### src/rtl/mips_multicycle_ctrl.sv
// Multicycle MIPS control FSM: sequences fetch/decode/execute/memory/writeback over a
// shared memory port, handles memory wait states, traps illegal opcodes, counts retirements.
module mips_multicycle_ctrl (
  input  logic        clk,
  input  logic        reset,
  input  logic [5:0]  opcode,
  input  logic [5:0]  funct,
  input  logic        mem_ready,
  output logic        pc_write,
  output logic        pc_write_cond,
  output logic [1:0]  pc_source,
  output logic        i_or_d,
  output logic        mem_read,
  output logic        mem_write,
  output logic        ir_write,
  output logic        reg_dst,
  output logic        mem_to_reg,
  output logic        reg_write,
  output logic        alu_src_a,
  output logic [1:0]  alu_src_b,
  output logic [2:0]  alu_ctrl,
  output logic [3:0]  state,
  output logic        halted,
  output logic [31:0] instr_count
);

  typedef enum logic [3:0] {
    FETCH  = 4'd0,
    DECODE = 4'd1,
    MEMADR = 4'd2,
    MEMRD  = 4'd3,
    MEMWB  = 4'd4,
    MEMWR  = 4'd5,
    EXEC   = 4'd6,
    RWB    = 4'd7,
    IMM    = 4'd8,
    IWB    = 4'd9,
    BRANCH = 4'd10,
    JUMP   = 4'd11,
    TRAP   = 4'd15
  } state_t;

  localparam logic [2:0] ALU_AND = 3'b000;
  localparam logic [2:0] ALU_OR  = 3'b001;
  localparam logic [2:0] ALU_ADD = 3'b010;
  localparam logic [2:0] ALU_SUB = 3'b110;
  localparam logic [2:0] ALU_SLT = 3'b111;

  localparam logic [5:0] OP_RTYPE = 6'b000000;
  localparam logic [5:0] OP_LW    = 6'b100011;
  localparam logic [5:0] OP_SW    = 6'b101011;
  localparam logic [5:0] OP_BEQ   = 6'b000100;
  localparam logic [5:0] OP_ADDI  = 6'b001000;
  localparam logic [5:0] OP_ORI   = 6'b001101;
  localparam logic [5:0] OP_J     = 6'b000010;

  state_t      r_state;
  state_t      w_next;
  logic [31:0] r_instr_count;
  logic        w_retire;
  logic        w_pc_write;
  logic        w_pc_write_cond;
  logic        w_ir_write;
  logic        w_reg_write;
  logic        w_mem_write;
  logic        w_mem_read;
  logic        w_halted;

  // Any move back into FETCH from another state completes an instruction.
  assign w_retire = (r_state != FETCH) && (w_next == FETCH);

  always_ff @(posedge clk) begin
    if (!reset) begin
      r_state       <= FETCH;
      r_instr_count <= 32'd0;
    end else begin
      r_state <= w_next;
      if (w_retire) r_instr_count <= r_instr_count + 32'd1;
    end
  end

  always_comb begin
    w_next          = r_state;
    w_pc_write      = 1'b0;
    w_pc_write_cond = 1'b0;
    w_ir_write      = 1'b0;
    w_reg_write     = 1'b0;
    w_mem_write     = 1'b0;
    w_mem_read      = 1'b0;
    w_halted        = 1'b0;
    pc_source       = 2'b00;
    i_or_d          = 1'b0;
    reg_dst         = 1'b0;
    mem_to_reg      = 1'b0;
    alu_src_a       = 1'b0;
    alu_src_b       = 2'b00;
    alu_ctrl        = 3'b000;
    case (r_state)
      FETCH: begin
        w_mem_read = 1'b1;
        alu_src_b  = 2'b01;
        alu_ctrl   = ALU_ADD;
        if (mem_ready) begin
          w_ir_write = 1'b1;
          w_pc_write = 1'b1;
          w_next     = DECODE;
        end
      end
      DECODE: begin
        alu_src_b = 2'b10;
        alu_ctrl  = ALU_ADD;
        case (opcode)
          OP_RTYPE:        w_next = EXEC;
          OP_LW, OP_SW:    w_next = MEMADR;
          OP_BEQ:          w_next = BRANCH;
          OP_ADDI, OP_ORI: w_next = IMM;
          OP_J:            w_next = JUMP;
          default:         w_next = TRAP;
        endcase
      end
      MEMADR: begin
        alu_src_a = 1'b1;
        alu_src_b = 2'b10;
        alu_ctrl  = ALU_ADD;
        w_next    = (opcode == OP_LW) ? MEMRD : MEMWR;
      end
      MEMRD: begin
        w_mem_read = 1'b1;
        i_or_d     = 1'b1;
        if (mem_ready) w_next = MEMWB;
      end
      MEMWB: begin
        w_reg_write = 1'b1;
        mem_to_reg  = 1'b1;
        w_next      = FETCH;
      end
      MEMWR: begin
        w_mem_write = 1'b1;
        i_or_d      = 1'b1;
        if (mem_ready) w_next = FETCH;
      end
      EXEC: begin
        alu_src_a = 1'b1;
        case (funct)
          6'b100010: alu_ctrl = ALU_SUB;
          6'b100100: alu_ctrl = ALU_AND;
          6'b100101: alu_ctrl = ALU_OR;
          6'b101010: alu_ctrl = ALU_SLT;
          default:   alu_ctrl = ALU_ADD;
        endcase
        w_next = RWB;
      end
      RWB: begin
        w_reg_write = 1'b1;
        reg_dst     = 1'b1;
        w_next      = FETCH;
      end
      IMM: begin
        alu_src_a = 1'b1;
        if (opcode == OP_ORI) begin
          alu_src_b = 2'b11;
          alu_ctrl  = ALU_OR;
        end else begin
          alu_src_b = 2'b10;
          alu_ctrl  = ALU_ADD;
        end
        w_next = IWB;
      end
      IWB: begin
        w_reg_write = 1'b1;
        w_next      = FETCH;
      end
      BRANCH: begin
        alu_src_a       = 1'b1;
        alu_ctrl        = ALU_SUB;
        w_pc_write_cond = 1'b1;
        pc_source       = 2'b01;
        w_next          = FETCH;
      end
      JUMP: begin
        w_pc_write = 1'b1;
        pc_source  = 2'b10;
        w_next     = FETCH;
      end
      TRAP: begin
        w_halted = 1'b1;
      end
      default: w_next = TRAP;
    endcase
  end

  // Strobes are gated by reset so nothing is written while reset is held low.
  assign pc_write      = reset & w_pc_write;
  assign pc_write_cond = reset & w_pc_write_cond;
  assign ir_write      = reset & w_ir_write;
  assign reg_write     = reset & w_reg_write;
  assign mem_write     = reset & w_mem_write;
  assign mem_read      = reset & w_mem_read;
  assign halted        = reset & w_halted;
  assign state         = r_state;
  assign instr_count   = r_instr_count;

endmodule

### config.mk
export PLATFORM = sky130hd
export DESIGN_NAME = mips_multicycle_ctrl
export DESIGN_NICKNAME = d
export VERILOG_FILES = /design/src/rtl/mips_multicycle_ctrl.sv
export SDC_FILE = /design/constraint.sdc
export NUM_CORES = 1
export LEC_CHECK = 0
export CAP_MARGIN = 0
export CORE_MARGIN = 3
export CORE_UTILIZATION = 51
export DETAILED_ROUTE_END_ITERATION = 10
export PLACE_DENSITY_LB_ADDON = 0.15
export REMOVE_ABC_BUFFERS = 1
export SYNTH_ARGS = -nofsm -noshare
export SYNTH_HDL_FRONTEND = slang
export SYNTH_SLANG_ARGS = --single-unit
### constraint.sdc
create_clock -name clk -period 4.65 [get_ports clk]
set_clock_uncertainty 0.05 [all_clocks]
set_input_delay 1.1625 -clock clk [delete_from_list [all_inputs] [get_ports clk]]
set_output_delay 1.1625 -clock clk [all_outputs]
set_load 0.03 [all_outputs]
==> results of run 1 <==
## kinds of logic after synthesis
| group | after synthesis | synth area share |
|---|---|---|
| xor gates and xnor gates | 23 | 0.08793 |
| buffers and inverters | 30 | 0.05625 |
| DFF | 36 | 0.3146 |
| AOI/OAI and AO/OA | 43 | 0.1202 |
| adders and majority gates | 1 | 0.005461 |
| muxes | 8 | 0.03495 |
| and+or+nand+nor | 172 | 0.3807 |
## synth_stat cells, types with 8 or more instances
cell type	number	area share
o21ai_0	13	0.028
nor2_1	42	0.069
nand3_1	11	0.024
mux2i_1	8	0.035
clkbuf_1	14	0.023
nand2b_1	11	0.030
inv_1	8	0.013
nand4_1	10	0.027
nor4_1	18	0.049
dfxtp_1	36	0.31
xnor2_1	22	0.084
nor3_1	20	0.044
nand2_1	36	0.059
a21oi_1	12	0.026
## registers in the layout (all words and copies together), names as in the netlist
signal	flops
instr_count	32
state	4
## critical path, cell delays in order
cell and delay (ps):
clkdlybuf4s50_1 400, nand2b_1 160, nor4b_1 390, a22o_1 220, a31oi_1 80, nor2_1 120
clkdlybuf4s50_1 680
## cells in the final DEF (no fill, tap or decap), types with 12 or more instances in the layout
cell,netlist,layout
clkdlybuf4s50_1,0,63
a21oi_1,12,12
buf_4,1,12
o21ai_0,13,13
xnor2_1,22,22
nor4_1,18,18
dfxtp_1,36,36
nand2_1,36,36
nor2_1,42,42
nor3_1,20,20
## power by group through the flow
stage / clock network [mW] / logic (mW) / registers (mW)
5_1_grt: 0.318 / 0.763 / 0.414
2_1_floorplan: 0 / 0.424 / 0.427
3_5_place_dp: 0 / 0.708 / 0.409
6_report: 0.300 / 0.709 / 0.405
4_1_cts: 0.304 / 0.708 / 0.402
3_3_place_gp: 0 / 0.706 / 0.409
## through the flow
step | std cells | hold slack, ps
after floorplan | 292 | 544.5
after global routing | 425 | 467.7
after detailed placement | 417 | 432.5
final | 425 | 444.9
after CTS | 425 | 444.9
after global placement | 417 | 410.4
## per-layer routing
| metal | vias up | part of all wire |
|---|---|---|
| met1 | 1132 | 0.47 |
| met3 | 5 | 0.055 |
| li1 | 1232 | - |
| met2 | 73 | 0.46 |
| met4 | 0 | 0.0095 |
| met5 | - | 0 |
## layout make-up
| cell class | count | area share |
|---|---|---|
| multi-input cells | 247 | 0.4641 |
| clock buffers | 7 | 0.03102 |
| repair buffers | 75 | 0.2321 |
| inverters | 9 | 0.01088 |
| flip-flops and latches | 36 | 0.2321 |
| clock inverters | 1 | 0.009670 |
| well taps | 50 | 0.02015 |
## path summary, 6_finish.rpt
check / slack, ps / to / cells after the start
max reg2reg: 1710 / instr_count[30]$_SDFFE_PN0P_ / 6
min: 440 / instr_count[31]$_SDFFE_PN0P_ / 2
min reg2reg: 440 / instr_count[31]$_SDFFE_PN0P_ / 2
max: 220 / alu_ctrl[0] / 7
==> results.cfg, run 1 <==
[pwr]
power.internal_mw = 0.7764
p_leak_nw = 1.048
power_mw = 1.414
ir_worst_vdd_uv = 358.0
power_switching_share = 0.4510
p_comb_frac = 0.501
clockPowerShare = 0.212
power_switching_mw = 0.6377
p_per_area_nw_per_um2 = 455.4
seq_power_share = 0.286

[clocking]
cts-root-buf = clkbuf_8
cts_made_buffers = 5
clkSinkCount = 36
clock_path_buffers = 2
h-tree-depth = 2
path_clk_slew_ps = 70
cts_hold_repair.buffers = 0
cts_setup_buffers = 0
insertion_delay_ps = 290
cts-resized-gates = 0
cts_tree = yes

[timing]
final.setup.tns_ps = 0
hold_viol_final = 0
slew-limit-headroom = 0.4340
fmax_mhz = 226.0
setup_viol = 0
min_period_over_period = 0.9517
slew_viol_final = 0
layout_min_cycle_time_ps = 4426
rsz0062_at_grt = no
tightest_slew_ps = 841.2
setup_ws_ps = 224.4

[synthesis]
synthArstFlopShare = 0
syn_avg_cell_area_um2 = 7.319
ys_seq_elements = 36
synthCells = 313
synth-seq-area-share = 0.3146
ys_types = 43
synthesis.area_um2 = 2291
synth-edff-count = 0
ys.flop_type = dfxtp_1
yosys_warnings = 0

[floorplan]
initial_utilization = 0.5490
ios = 69
die-area_um2 = 5332
die_x_um = 73.02
die_y_um = 73.02
rows = 23
core_um2 = 4173

[finish]
syn_to_final_growth_pct = 35.55
final_area_um2 = 3105
diodes = 0
finalNetCount = 390
drive_gt1_frac = 0.07200
multiInputGateArea_um2 = 1441
nFillCells = 331
area.sequential_um2 = 720.7
utilization = 0.7442

[status]
status = complete, no violations

[worst_hold_path]
hold_start = instr_count[31]$_SDFFE_PN0P_
min_path_type = flip-flop to flip-flop

[worst_setup_path]
rr_startpoint = state[0]$_SDFF_PN0_
worstSetupStartpoint = funct[4]
required_ps = 3440
crit_fanout = 2
endpoint_kind = primary output
crit_arrival_ps = 3210
critPathLaunchType = input pin
crit_type = input pin to primary output

[detailed_routing]
drt_iter0_drc = 180
routed_wl_mm = 5.971
vias = 2442
via_per_inst = 5.746
first_pass_iters = 4
drc = 0
drtAntennaViolNets = 0
wl_per_cell_um = 14.05

[placement]
gp_congestion = 0.8385
io_buffer_count = 68
preCtsSetupSlack_ps = 218.1
place_area_um2 = 2979
hpwl_mm = 4.349

[global_route]
grt_max_degree = 28
grt_util_met2 = 0.3565
grt_antenna_before_repair = 0
overflow = 0
grt.busiest_layer = met2
grt_pass1_vias = 2141
grt.met3_usage = 0.04683
met1_usage = 0.3308
grt_pass1_wl_mm = 9.970
grt_usage = 0.2333

[flow_run]
maxCapViolCount = 0
Power figures use the tool's default switching activity.
==> run 2, diff against run 1 <==
--- a/config.mk
+++ b/config.mk
@@ -7,7 +7,7 @@
 export LEC_CHECK = 0
 export CAP_MARGIN = 0
 export CORE_MARGIN = 3
-export CORE_UTILIZATION = 51
+export CORE_UTILIZATION = 40
 export DETAILED_ROUTE_END_ITERATION = 10
 export PLACE_DENSITY_LB_ADDON = 0.15
 export REMOVE_ABC_BUFFERS = 1
==> constraint.sdc (replaced) <==
create_clock -name clk -period 4.65 [get_ports clk]
set_clock_uncertainty 0.05 [all_clocks]
set_input_delay 1.1625 -clock clk [delete_from_list [all_inputs] [get_ports clk]]
set_output_delay 1.1625 -clock clk [all_outputs]
set_load 0.01 [all_outputs]
==> run 2 against run 1 <==
Effect of this change: first-iteration DRC count is 8.3% lower; sequential share of layout area is 0.084 points higher; hold slack worse by 1.2 ps; critical path type unchanged; register-to-register slack worse by 20 ps; highest routed layer unchanged; largest power group unchanged; critical path depth is 1 higher; wire length is 4.6% higher; clock power is 22% lower; cell count is 4.2% higher; worst setup slack better by 29 ps.
==> results.cfg, run 2 (synthesis results as in run 1) <==
[worst_setup_path]
r2r_cells = 6
r2r-end = instr_count[31]$_SDFFE_PN0P_
endpoint_kind = primary output
required_ps = 3440
crit_type = input pin to primary output
crit_fanout = 7
crit_arrival_ps = 3180
r2r_slack_ps = 1690
critPathLaunchType = input pin
rr_startpoint = state[0]$_SDFF_PN0_

[clocking]
clock_path_buffers = 2
cts_tree = yes
cts_setup_buffers = 0
cts_hold_repair.buffers = 0
insertion_delay_ps = 290
cts_made_buffers = 5
cts-resized-gates = 0
path_clk_slew_ps = 70
h-tree-depth = 2
clkSinkCount = 36
cts-root-buf = clkbuf_8

[finish]
finalNetCount = 388
layout_commonest_cell = clkdlybuf4s50_1
nFillCells = 528
diodes = 0
utilization = 0.5800
largest_register_ffs = 32
drive_gt1_frac = 0.05362
area.sequential_um2 = 720.7
multiInputGateArea_um2 = 1441
final_cell_mix = clkdlybuf4s50_1 (68), nor2_1 (42), nand2_1 (36), dfxtp_1 (36), xnor2_1 (22)
syn_to_final_growth_pct = 35.06

[detailed_routing]
routed_wl_mm = 6.247
via_per_inst = 5.449
drt_iter0_drc = 165
vias = 2414
wl_per_cell_um = 14.10
drtAntennaViolNets = 0
first_pass_iters = 4
drc = 0

[placement]
gp_congestion = 0.8703
hpwl_mm = 4.606
io_buffer_count = 68
preCtsSetupSlack_ps = 271.7

[worst_hold_path]
hold_start = instr_count[31]$_SDFFE_PN0P_
min_path_cells = 2
min_path_type = flip-flop to flip-flop
min_to = instr_count[31]$_SDFFE_PN0P_

[floorplan]
initial_utilization = 0.4294
die_x_um = 81.68
ios = 69
die-area_um2 = 6672
die_y_um = 81.68
core_um2 = 5335
rows = 26

[global_route]
grt_antenna_before_repair = 0
grt_usage = 0.2043
grt_pass1_vias = 2253
grt_max_degree = 28
overflow = 0
grt_pass1_wl_mm = 10.59

[timing]
slew_viol_final = 0
rsz0062_at_grt = no
setup_viol = 0
setup_ws_ps = 253.1
min_period_over_period = 0.9456
fmax_mhz = 227.4
slew-limit-headroom = 0.4481
tightest_slew_ps = 820.3
final.setup.tns_ps = 0
hold_viol_final = 0
layout_min_cycle_time_ps = 4397

[pwr]
power_switching_mw = 0.5435
power_switching_share = 0.4341
p_leak_nw = 1.016
p_per_area_nw_per_um2 = 404.6
p_comb_frac = 0.491
power.internal_mw = 0.7085
seq_power_share = 0.322
clockPowerShare = 0.188
ir_worst_vdd_uv = 201.4

[status]
status = complete, no violations

[flow_run]
maxCapViolCount = 0
## run 2: final cells by class
cell class                 count  area share
clock inverter                 2    0.003235
inverter                       9     0.01092
tap                           70     0.02831
multi-input combinational    247      0.4658
timing repair buffer          73      0.2321
clock buffer                   6     0.02669
sequential                    36      0.2329
## run 2: metal layers
layer,track usage,routed length (um),part of all wire,vias up
li1,-,-,-,1225
met5,0,0,0,-
met4,0.07143,73,0.012,0
met2,0.3241,2882,0.46,43
met3,0.03728,232,0.037,7
met1,0.2776,3058,0.49,1139
## run 2: worst max-delay path by stage
stage / start / end / slack (ps) / cells past startpoint
floorplan: mem_ready / instr_count[31]$_SDFFE_PN0P_ / 1310 / 6
CTS: opcode[3] / alu_ctrl[0] / 260 / 8
detailed placement: opcode[3] / alu_ctrl[0] / 270 / 8
global route: opcode[3] / alu_ctrl[0] / 80 / 8
global placement: opcode[3] / alu_ctrl[0] / 310 / 8
finish: opcode[3] / alu_ctrl[0] / 250 / 8
## run 2: critical path: stages
cell	delay, ps
clkdlybuf4s50_1	610
nand2_1	100
nor3_1	190
nand3b_1	190
nor3_1	210
a31oi_1	60
nor2_1	110
clkdlybuf4s50_1	550
## run 2: power by group through the flow
stage | registers (mW) | logic, mW | clock network (mW)
6_report | 0.403 | 0.614 | 0.235
5_1_grt | 0.413 | 0.678 | 0.258
4_1_cts | 0.401 | 0.612 | 0.238
3_5_place_dp | 0.408 | 0.610 | 0
3_3_place_gp | 0.410 | 0.612 | 0
2_1_floorplan | 0.398 | 0.348 | 0
## run 2: metrics by stage
step / hold WS, ps / cells / total power, mW / instance area [um^2]
3_5_place_dp: 430.0 / 435 / 1.019 / 3002
5_1_grt: 481.0 / 443 / 1.348 / 3094
4_1_cts: 445.7 / 443 / 1.251 / 3094
3_3_place_gp: 415.9 / 435 / 1.021 / 3002
6_report: 443.7 / 443 / 1.252 / 3094
2_1_floorplan: 445.9 / 292 / 0.7457 / 2196
